## src/rtl/fetch_redirect_unit.sv

```systemverilog
// Fetch-stage PC register with execute-stage redirect, load-use hold and misaligned-target halt.
// Optional branch/taken performance counters are built when BRANCH_PERF_CNT_EN is defined.
module fetch_redirect_unit #(
  parameter int unsigned      XLEN         = 32,
  parameter logic [XLEN-1:0]  RESET_VECTOR = '0
) (
  input  logic            clk,
  input  logic            reset_n,
  input  logic            StallF,
  input  logic            BranchE,
  input  logic            NeedBranchE,
  input  logic            JumpE,
  input  logic [XLEN-1:0] PCTargetE,
  output logic [XLEN-1:0] PCF,
  output logic [XLEN-1:0] PCPlus4F,
  output logic            FetchValidF,
  output logic            FlushD,
  output logic            FlushE,
  output logic            HaltedF
`ifdef BRANCH_PERF_CNT_EN
  ,
  output logic [31:0]     BranchCountF,
  output logic [31:0]     TakenCountF
`endif
);

  typedef enum logic [1:0] {
    ST_BOOT = 2'd0,
    ST_RUN  = 2'd1,
    ST_HALT = 2'd2
  } state_t;

  state_t          r_state;
  logic [XLEN-1:0] r_pc;

  logic            w_run;
  logic            w_halt;
  logic            w_redirect;
  logic            w_misalign;
  logic [XLEN-1:0] w_pc_plus4;

  assign w_run      = (r_state == ST_RUN);
  assign w_halt     = (r_state == ST_HALT);
  assign w_redirect = NeedBranchE | JumpE;
  assign w_misalign = w_redirect & (PCTargetE[1:0] != 2'b00);
  assign w_pc_plus4 = r_pc + XLEN'(4);

  // Redirect outranks stall; a misaligned target parks fetch until reset.
  always_ff @(posedge clk or negedge reset_n) begin
    if (!reset_n) begin
      r_state <= ST_BOOT;
      r_pc    <= RESET_VECTOR;
    end else begin
      case (r_state)
        ST_BOOT: r_state <= ST_RUN;
        ST_RUN: begin
          if (w_misalign) begin
            r_state <= ST_HALT;
          end else if (w_redirect) begin
            r_pc <= PCTargetE;
          end else if (!StallF) begin
            r_pc <= w_pc_plus4;
          end
        end
        ST_HALT: r_state <= ST_HALT;
        default: r_state <= ST_HALT;
      endcase
    end
  end

  // Flush/valid/halt must react in the same cycle as the E-stage decision.
  assign PCF         = r_pc;
  assign PCPlus4F    = w_pc_plus4;
  assign FetchValidF = w_run;
  assign FlushD      = (w_run & w_redirect) | w_halt;
  assign FlushE      = w_run & w_redirect;
  assign HaltedF     = w_halt;

`ifdef BRANCH_PERF_CNT_EN
  logic [31:0] r_branch_cnt;
  logic [31:0] r_taken_cnt;

  // Saturating event counters, active only while running.
  always_ff @(posedge clk or negedge reset_n) begin
    if (!reset_n) begin
      r_branch_cnt <= '0;
      r_taken_cnt  <= '0;
    end else begin
      if (w_run && BranchE && (r_branch_cnt != '1)) begin
        r_branch_cnt <= r_branch_cnt + 32'(1);
      end
      if (w_run && w_redirect && (r_taken_cnt != '1)) begin
        r_taken_cnt <= r_taken_cnt + 32'(1);
      end
    end
  end

  assign BranchCountF = r_branch_cnt;
  assign TakenCountF  = r_taken_cnt;
`endif

endmodule
```

## config.mk

```make
export PLATFORM = sky130hd
export DESIGN_NAME = fetch_redirect_unit
export DESIGN_NICKNAME = d
export VERILOG_FILES = /design/src/rtl/fetch_redirect_unit.sv
export SDC_FILE = /design/constraint.sdc
export NUM_CORES = 1
export LEC_CHECK = 0
export ABC_AREA = 0
export CELL_PAD_IN_SITES_DETAIL_PLACEMENT = 0
export CELL_PAD_IN_SITES_GLOBAL_PLACEMENT = 1
export CORE_MARGIN = 10
export CORE_UTILIZATION = 42
export CTS_BUF_LIST = sky130_fd_sc_hd__clkbuf_4 sky130_fd_sc_hd__clkbuf_8
export CTS_CLUSTER_SIZE = 16
export DETAILED_ROUTE_END_ITERATION = 8
export DONT_BUFFER_PORTS = 1
export PLACE_DENSITY = 0.83
export SLEW_MARGIN = 20
export SYNTH_ARGS = -nofsm -noshare
export SYNTH_HDL_FRONTEND = slang
export SYNTH_SLANG_ARGS = --single-unit
```

## constraint.sdc

```tcl
create_clock -name clk -period 2.08 [get_ports clk]
set_input_delay 0.416 -clock clk [delete_from_list [all_inputs] [get_ports clk]]
set_output_delay 0.416 -clock clk [all_outputs]
set_load 0.005 [all_outputs]
```

==> results by group, run 1 <==
Setup path
  • Startpoint types: register
  • CP Capture Type: primary output
  • Reg2reg setup slack: -0.02 ns
  • Slowest stage cell, crit path: dfrtp_1
  • Crit path max-delay family: simple AND/OR/NAND/NOR gates
  • CP cell instances: nand3_4 -> buf_6 -> nor4_4 -> nand4_1 -> buf_4 -> xnor2_2
  • Critical-path maximum fanout: 4
  • R2R Path End: PCF[26]
  • Worst r2r src: PCF[16]
  • Worst Path Arrival: 1.85 ns
  • CP bufs+invs: 2
  • Slowest cell delay on critical path: 0.40 ns
  • WS Path Type: register to primary output
  • FF-to-FF path depth: 7
  • Worst EP required: 1.66 ns

Power and ir drop
  • P_leak: 1.47 nW
  • VDD IR max: 539 uV
  • Power density of the placed cells: 871 nW/um^2
  • Final Power: 2.92 mW

Synth
  • Post-synth EDFFs: 0
  • Asr flop ratio synth: 100%
  • Number of distinct library cells after synthesis: 47
  • Synthesized area: 2340 sq um
  • Area fraction of the dominant cell type after synthesis: 36.3%
  • Synthesized net count: 323
  • Syn Area/Cell: 8.26 sq um
  • Cell taking the most area after synthesis: dfrtp_1
  • Ys Warns: 0
  • Seq/Total Area, Yosys: 36.3%
  • Synth Instances: 284
  • Register bit total from synthesis: 34
  • Main flop type after synthesis: dfrtp_1
  • Largest cells by area after synthesis: dfrtp_1 36%, xnor2_1 6.4%, nand2_1 5.0%

Hold path
  • Hold Crit Class: primary input to register
  • Hold EP: PCF[30]
  • Hold depth: 2
  • Min-delay src: PCTargetE[30]

Status
  • Violated checks: setup timing
  • Outcome: complete, but fails checks

Global routing
  • Busiest layer in global routing: met2
  • Remaining global-route overflow: 0
  • Met1 Use GR: 21.7%
  • First-pass GRT wire length: 13100 microns
  • Tot GR Track Use: 18.3%
  • Vias in the first global route: 2440
  • Largest net degree at the start of global routing: 35
  • Met2 GRT Util: 30.9%
  • Initial antenna violation count: 0
  • Global routing met3 resource utilization: 6.90%

Timing
  • Unrepaired setup endpoints after global routing: true
  • WHS: 0.250 ns
  • Max-slew violation count: 0
  • Final setup violation count: 14
  • Post-route clock period utilization: 109%
  • Measured slew at the worst slew-check pin: 0.686 ns
  • Setup ws final: -0.185 ns
  • Max Fclk: 0.441 GHz
  • Period minus WS final: 2.27 ns
  • Rel. slew slack: 54.1%
  • Final Skew: 0.00603 ns
  • Final Hold Viols: 0

Route
  • Via density: 5.93
  • Vias: 2473
  • Residual DRC: 0
  • WL final: 8580 microns
  • Drt wl/cell: 20.6 microns
  • Pre-antenna DRT Iters: 4
  • First-iteration detailed-routing DRC count: 101
  • Antenna-violating nets left: 0

Clock network
  • CTS tree: done
  • CTS sink count: 34
  • Clock-pin slew on the worst setup and hold paths: 0.07 ns
  • CTS Buf Count: 5
  • Htree depth: 2
  • Clock buffer depth: 2
  • Worst-Skew Late Latency: 0.29 ns
  • Clock Tree Root: clkbuf_8

Final layout
  • Final instance area: 3360 sq um
  • Share of layout cells above drive strength 1: 36.2%
  • Area Growth Syn to Fin: 43.2%
  • Non-filler instance count after layout: 417
  • Total Nets Final: 384
  • Antenna fix cells: 0
  • Most frequent cells in the layout: 65 x buf_4, 34 x dfrtp_1, 29 x nand2_1, 23 x nor2_1, 17 x nand4_1
  • Commonest non-fill, non-tap cell in the layout: buf_4
  • Fill count: 475

Die
  • Row count: 27
  • Starting Density: 42.8%
  • Total die area: 8970 sq um
  • # IOs: 106
  • Placeable Area: 5470 sq um
  • Die height: 94.7 microns
  • Die Wd: 94.7 microns

Run
  • MaxCap Viol Count: 0

Place
  • Post-DP Area: 2740 sq um
  • # placed instances: 387
  • Final HPWL DP: 6270 microns
  • Gp weighted congestion: 0.874
  • Dpl ws: -0.00878 ns
  • IO buf count: 0
## metal layers
layer | up-vias | part of all wire [%]
met5 | - | 0
met4 | 0 | 0.72
met3 | 5 | 9.9
met2 | 97 | 50
met1 | 1209 | 39
li1 | 1162 | -
## cells by family (layout without fill, tap and decap cells)
| logic type | count (synthesis) | after routing | synth area share (%) |
|---|---|---|---|
| AOI/OAI and AO/OA | 71 | 71 | 20.8 |
| DFF | 34 | 34 | 36.3 |
| buffers and inverters | 25 | 86 | 4.48 |
| adders and majority gates | 1 | 1 | 0.534 |
| xor gates and xnor gates | 28 | 28 | 10.5 |
| and+or+nand+nor | 125 | 125 | 27.5 |
## Yosys cell counts, types with 2 or more instances
cell type,count
inv_1,7
xor2_1,11
dfrtp_1,34
clkbuf_1,13
o211ai_1,2
o22ai_1,10
a21boi_0,5
o311ai_0,3
or2_2,4
a22oi_1,5
nand2_1,31
o21ai_0,11
and2_1,2
nor3_1,9
a221o_1,3
nand3_1,16
xnor2_1,17
nor2b_1,3
or4_1,2
nand4_1,17
a21oi_1,13
o21a_1,2
nor4_1,5
buf_4,3
nor2_1,27
nand3_2,2
a2bb2oi_1,7
## registers in the layout, indices dropped and copies added (netlist names)
signal / flops
PCF: 32
r_state: 2
## layout make-up
class                           count  area (sq um)  share of cell area [%]
Timing Repair Buffer               71           563                    16.8
Tap cell                           72          90.1                    2.68
Clock buffer                        6          82.6                    2.46
Multi-Input combinational cell    225          1710                    51.0
Clock inverter                      1          30.0                   0.895
Sequential cell                    34           851                    25.3
Inverter                            8          30.0                   0.895
## metrics by stage
step / setup TNS (ns) / util [%]
after floorplan: -0.0853 / -
after global placement: 0 / 50.1
after detailed placement: -0.00878 / 50.1
after CTS: -1.34 / 56.7
after global routing: -3.09 / 61.3
final: -1.33 / 61.3
## where the power goes
| group | internal [mW] | leakage, nW | switching [mW] | total (mW) |
|---|---|---|---|---|
| clock network | 0.384 | 0.0573 | 0.251 | 0.635 |
| logic | 0.612 | 1.01 | 0.700 | 1.31 |
| registers | 0.826 | 0.410 | 0.149 | 0.976 |
## worst max-delay path by stage
stage                    to  slack [ns]     from  depth (start not counted)
5_1_grt        PCPlus4F[21]       -0.38  PCF[12]                          6
6_report       PCPlus4F[21]       -0.19  PCF[10]                          6
3_3_place_gp   PCPlus4F[24]        0.02   PCF[2]                          5
4_1_cts        PCPlus4F[31]       -0.17  PCF[12]                          5
3_5_place_dp   PCPlus4F[21]      -0.009   PCF[4]                          4
2_1_floorplan  PCPlus4F[31]       -0.09  PCF[15]                          6
## repair_timing
action | CTS | global route
endpoints found under the setup margin | 24 | 19
gates resized for setup | 30 | 22
setup buffers | 5 | 17
endpoints found under the hold margin | 34 | 0
hold buffers | 2 | 0
gates cloned | 0 | 0
pin swaps | 11 | 18
(Power assumes the default switching activity.)
==> run 2, diff against run 1 <==
--- a/config.mk
+++ b/config.mk
@@ -19,3 +19,4 @@
 export SYNTH_ARGS = -nofsm -noshare
 export SYNTH_HDL_FRONTEND = slang
 export SYNTH_SLANG_ARGS = --single-unit
+export TNS_END_PERCENT = 10
==> run 2 against run 1 <==
Effect of this change:
- the run still ends with setup timing left
- sequential power is 2.4% higher
- clock power shrank 22%
- power shrank 8.2%
- combinational power fell by 9%
- clock skew up 0.0016 ns
- maximum frequency is essentially flat
- cell area down 7.5%
- critical path depth down 1
- routed wire length shrank 4.7%
- sequential share of layout area increased by 2.1 points
- via count shrank 2.6%
- largest cell class unchanged
==> results by group, run 2 (synthesized netlist as in run 1, its figures left out) <==
Route
  • WL final: 8180 microns
  • Drt wl/cell: 20.6 microns
  • Vias: 2409
  • First-iteration detailed-routing DRC count: 131
  • Antenna-violating nets left: 0
  • Via density: 6.07
  • Pre-antenna DRT Iters: 4
  • Residual DRC: 0

Timing
  • Max Fclk: 0.442 GHz
  • Measured slew at the worst slew-check pin: 0.553 ns
  • Period minus WS final: 2.26 ns
  • Max-slew violation count: 0
  • Post-route clock period utilization: 109%
  • Final Skew: 0.00762 ns
  • Rel. slew slack: 63.1%
  • Final Hold Viols: 0
  • Setup ws final: -0.184 ns
  • TNS Setup: -1.42 ns
  • WHS: 0.246 ns
  • Unrepaired setup endpoints after global routing: true
  • Final setup violation count: 13

Die
  • Row count: 27
  • Total die area: 8970 sq um
  • Die height: 94.7 microns
  • Starting Density: 42.8%
  • Placeable Area: 5470 sq um
  • # IOs: 106
  • Die Wd: 94.7 microns

Final layout
  • Most frequent cells in the layout: 48 x buf_4, 34 x dfrtp_1, 30 x nand2_1, 24 x nor2_1, 17 x nand4_1
  • Area Growth Syn to Fin: 32.4%
  • Commonest non-fill, non-tap cell in the layout: buf_4
  • Final Util: 56.7%
  • Largest register FFs: 32
  • Share of layout cells above drive strength 1: 30.8%
  • Fill count: 534
  • Area of the multi-input gates: 1640 sq um
  • Non-filler instance count after layout: 397
  • Final instance area: 3110 sq um
  • Antenna fix cells: 0
  • Sequential Area: 851 sq um
  • Total Nets Final: 365

Place
  • # placed instances: 387
  • Gp weighted congestion: 0.834
  • Post-DP Area: 2740 sq um
  • Dpl ws: -0.0112 ns
  • Final HPWL DP: 6130 microns
  • IO buf count: 0

Clock network
  • Clock-pin slew on the worst setup and hold paths: 0.07 ns
  • Htree depth: 2
  • Clock buffer depth: 2
  • CTS Buf Count: 5
  • Worst-Skew Late Latency: 0.29 ns
  • Clock Tree Root: clkbuf_8
  • CTS tree: done
  • CTS sink count: 34

Setup path
  • Slowest cell delay on critical path: 0.41 ns
  • Worst Path Arrival: 1.85 ns
  • CP Capture Type: primary output
  • WS Path Type: register to primary output
  • Worst EP required: 1.66 ns
  • Slowest stage cell, crit path: dfrtp_1
  • CP cell instances: nand3_4 -> nor4_4 -> buf_4 -> nand4_1 -> xnor2_2
  • Critical-path maximum fanout: 7
  • Startpoint types: register

Run
  • MaxCap Viol Count: 0

Power and ir drop
  • Final Power: 2.68 mW
  • VDD IR max: 594 uV
  • Power density of the placed cells: 864 nW/um^2
  • P_leak: 1.35 nW

Global routing
  • Remaining global-route overflow: 0
  • Largest net degree at the start of global routing: 35
  • Vias in the first global route: 2490
  • Initial antenna violation count: 0
  • Tot GR Track Use: 18.2%
  • First-pass GRT wire length: 12900 microns

Hold path
  • Hold Crit Class: primary input to register

Status
  • Violated checks: setup timing
  • Outcome: complete, but fails checks
run 2: cell types whose count changed in the layout (fill, tap and decap cells not counted), moves of 2 or more:
| cell | previous run | this run |
|---|---|---|
| nand3_4 | 5 | 2 |
| nand3_2 | 1 | 3 |
| xnor2_2 | 11 | 13 |
| buf_6 | 4 | 2 |
| xnor2_4 | 2 | 0 |
| buf_4 | 65 | 48 |
run 2: area by class of cell:
type	count	share of cell area, %
well taps	72	2.90
repair buffers	52	13.3
multi-input cells	225	52.8
flip-flops and latches	34	27.4
inverters	8	0.967
clock buffers	6	2.66
run 2: final timing paths:
| path | from | endpoint | slack [ns] | cells past startpoint |
|---|---|---|---|---|
| max | PCF[12] | PCPlus4F[30] | -0.18 | 5 |
| min | PCTargetE[7] | PCF[7] | 0.25 | 2 |
| max reg2reg | PCF[12] | PCF[26] | 0.09 | 6 |
| min reg2reg | r_state[1] | r_state[1] | 0.50 | 1 |
| max in group asynchronous | reset_n | PCF[24] | 1.30 | 2 |
| min in group asynchronous | reset_n | PCF[11] | 0.59 | 2 |
run 2: critical path: cells and delay by family, from the launching register on:
kind                   cells  cell delay [ns]
XOR/XNOR                   1             0.25
buffers and inverters      1             0.22
flip-flops                 1             0.41
AND/OR/NAND/NOR            3             0.68
run 2: what timing repair did:
action                                  in CTS  in global routing
pin swaps                                   12                  5
endpoints found under the setup margin      18                 22
hold buffers                                 2                  0
resized for setup                           24                 15
setup buffers                                1                  1
endpoints found under the hold margin       34                  0
run 2: layer usage:
layer / track usage, % / share of wire [%]
met5: 0 / 0
met4: 5.74 / 0.86
met3: 7.14 / 10
met2: 30.1 / 49
met1: 21.3 / 40
run 2: power by group:
part / internal [mW] / switching (mW)
logic: 0.554 / 0.638
clock network: 0.255 / 0.238
registers: 0.827 / 0.172
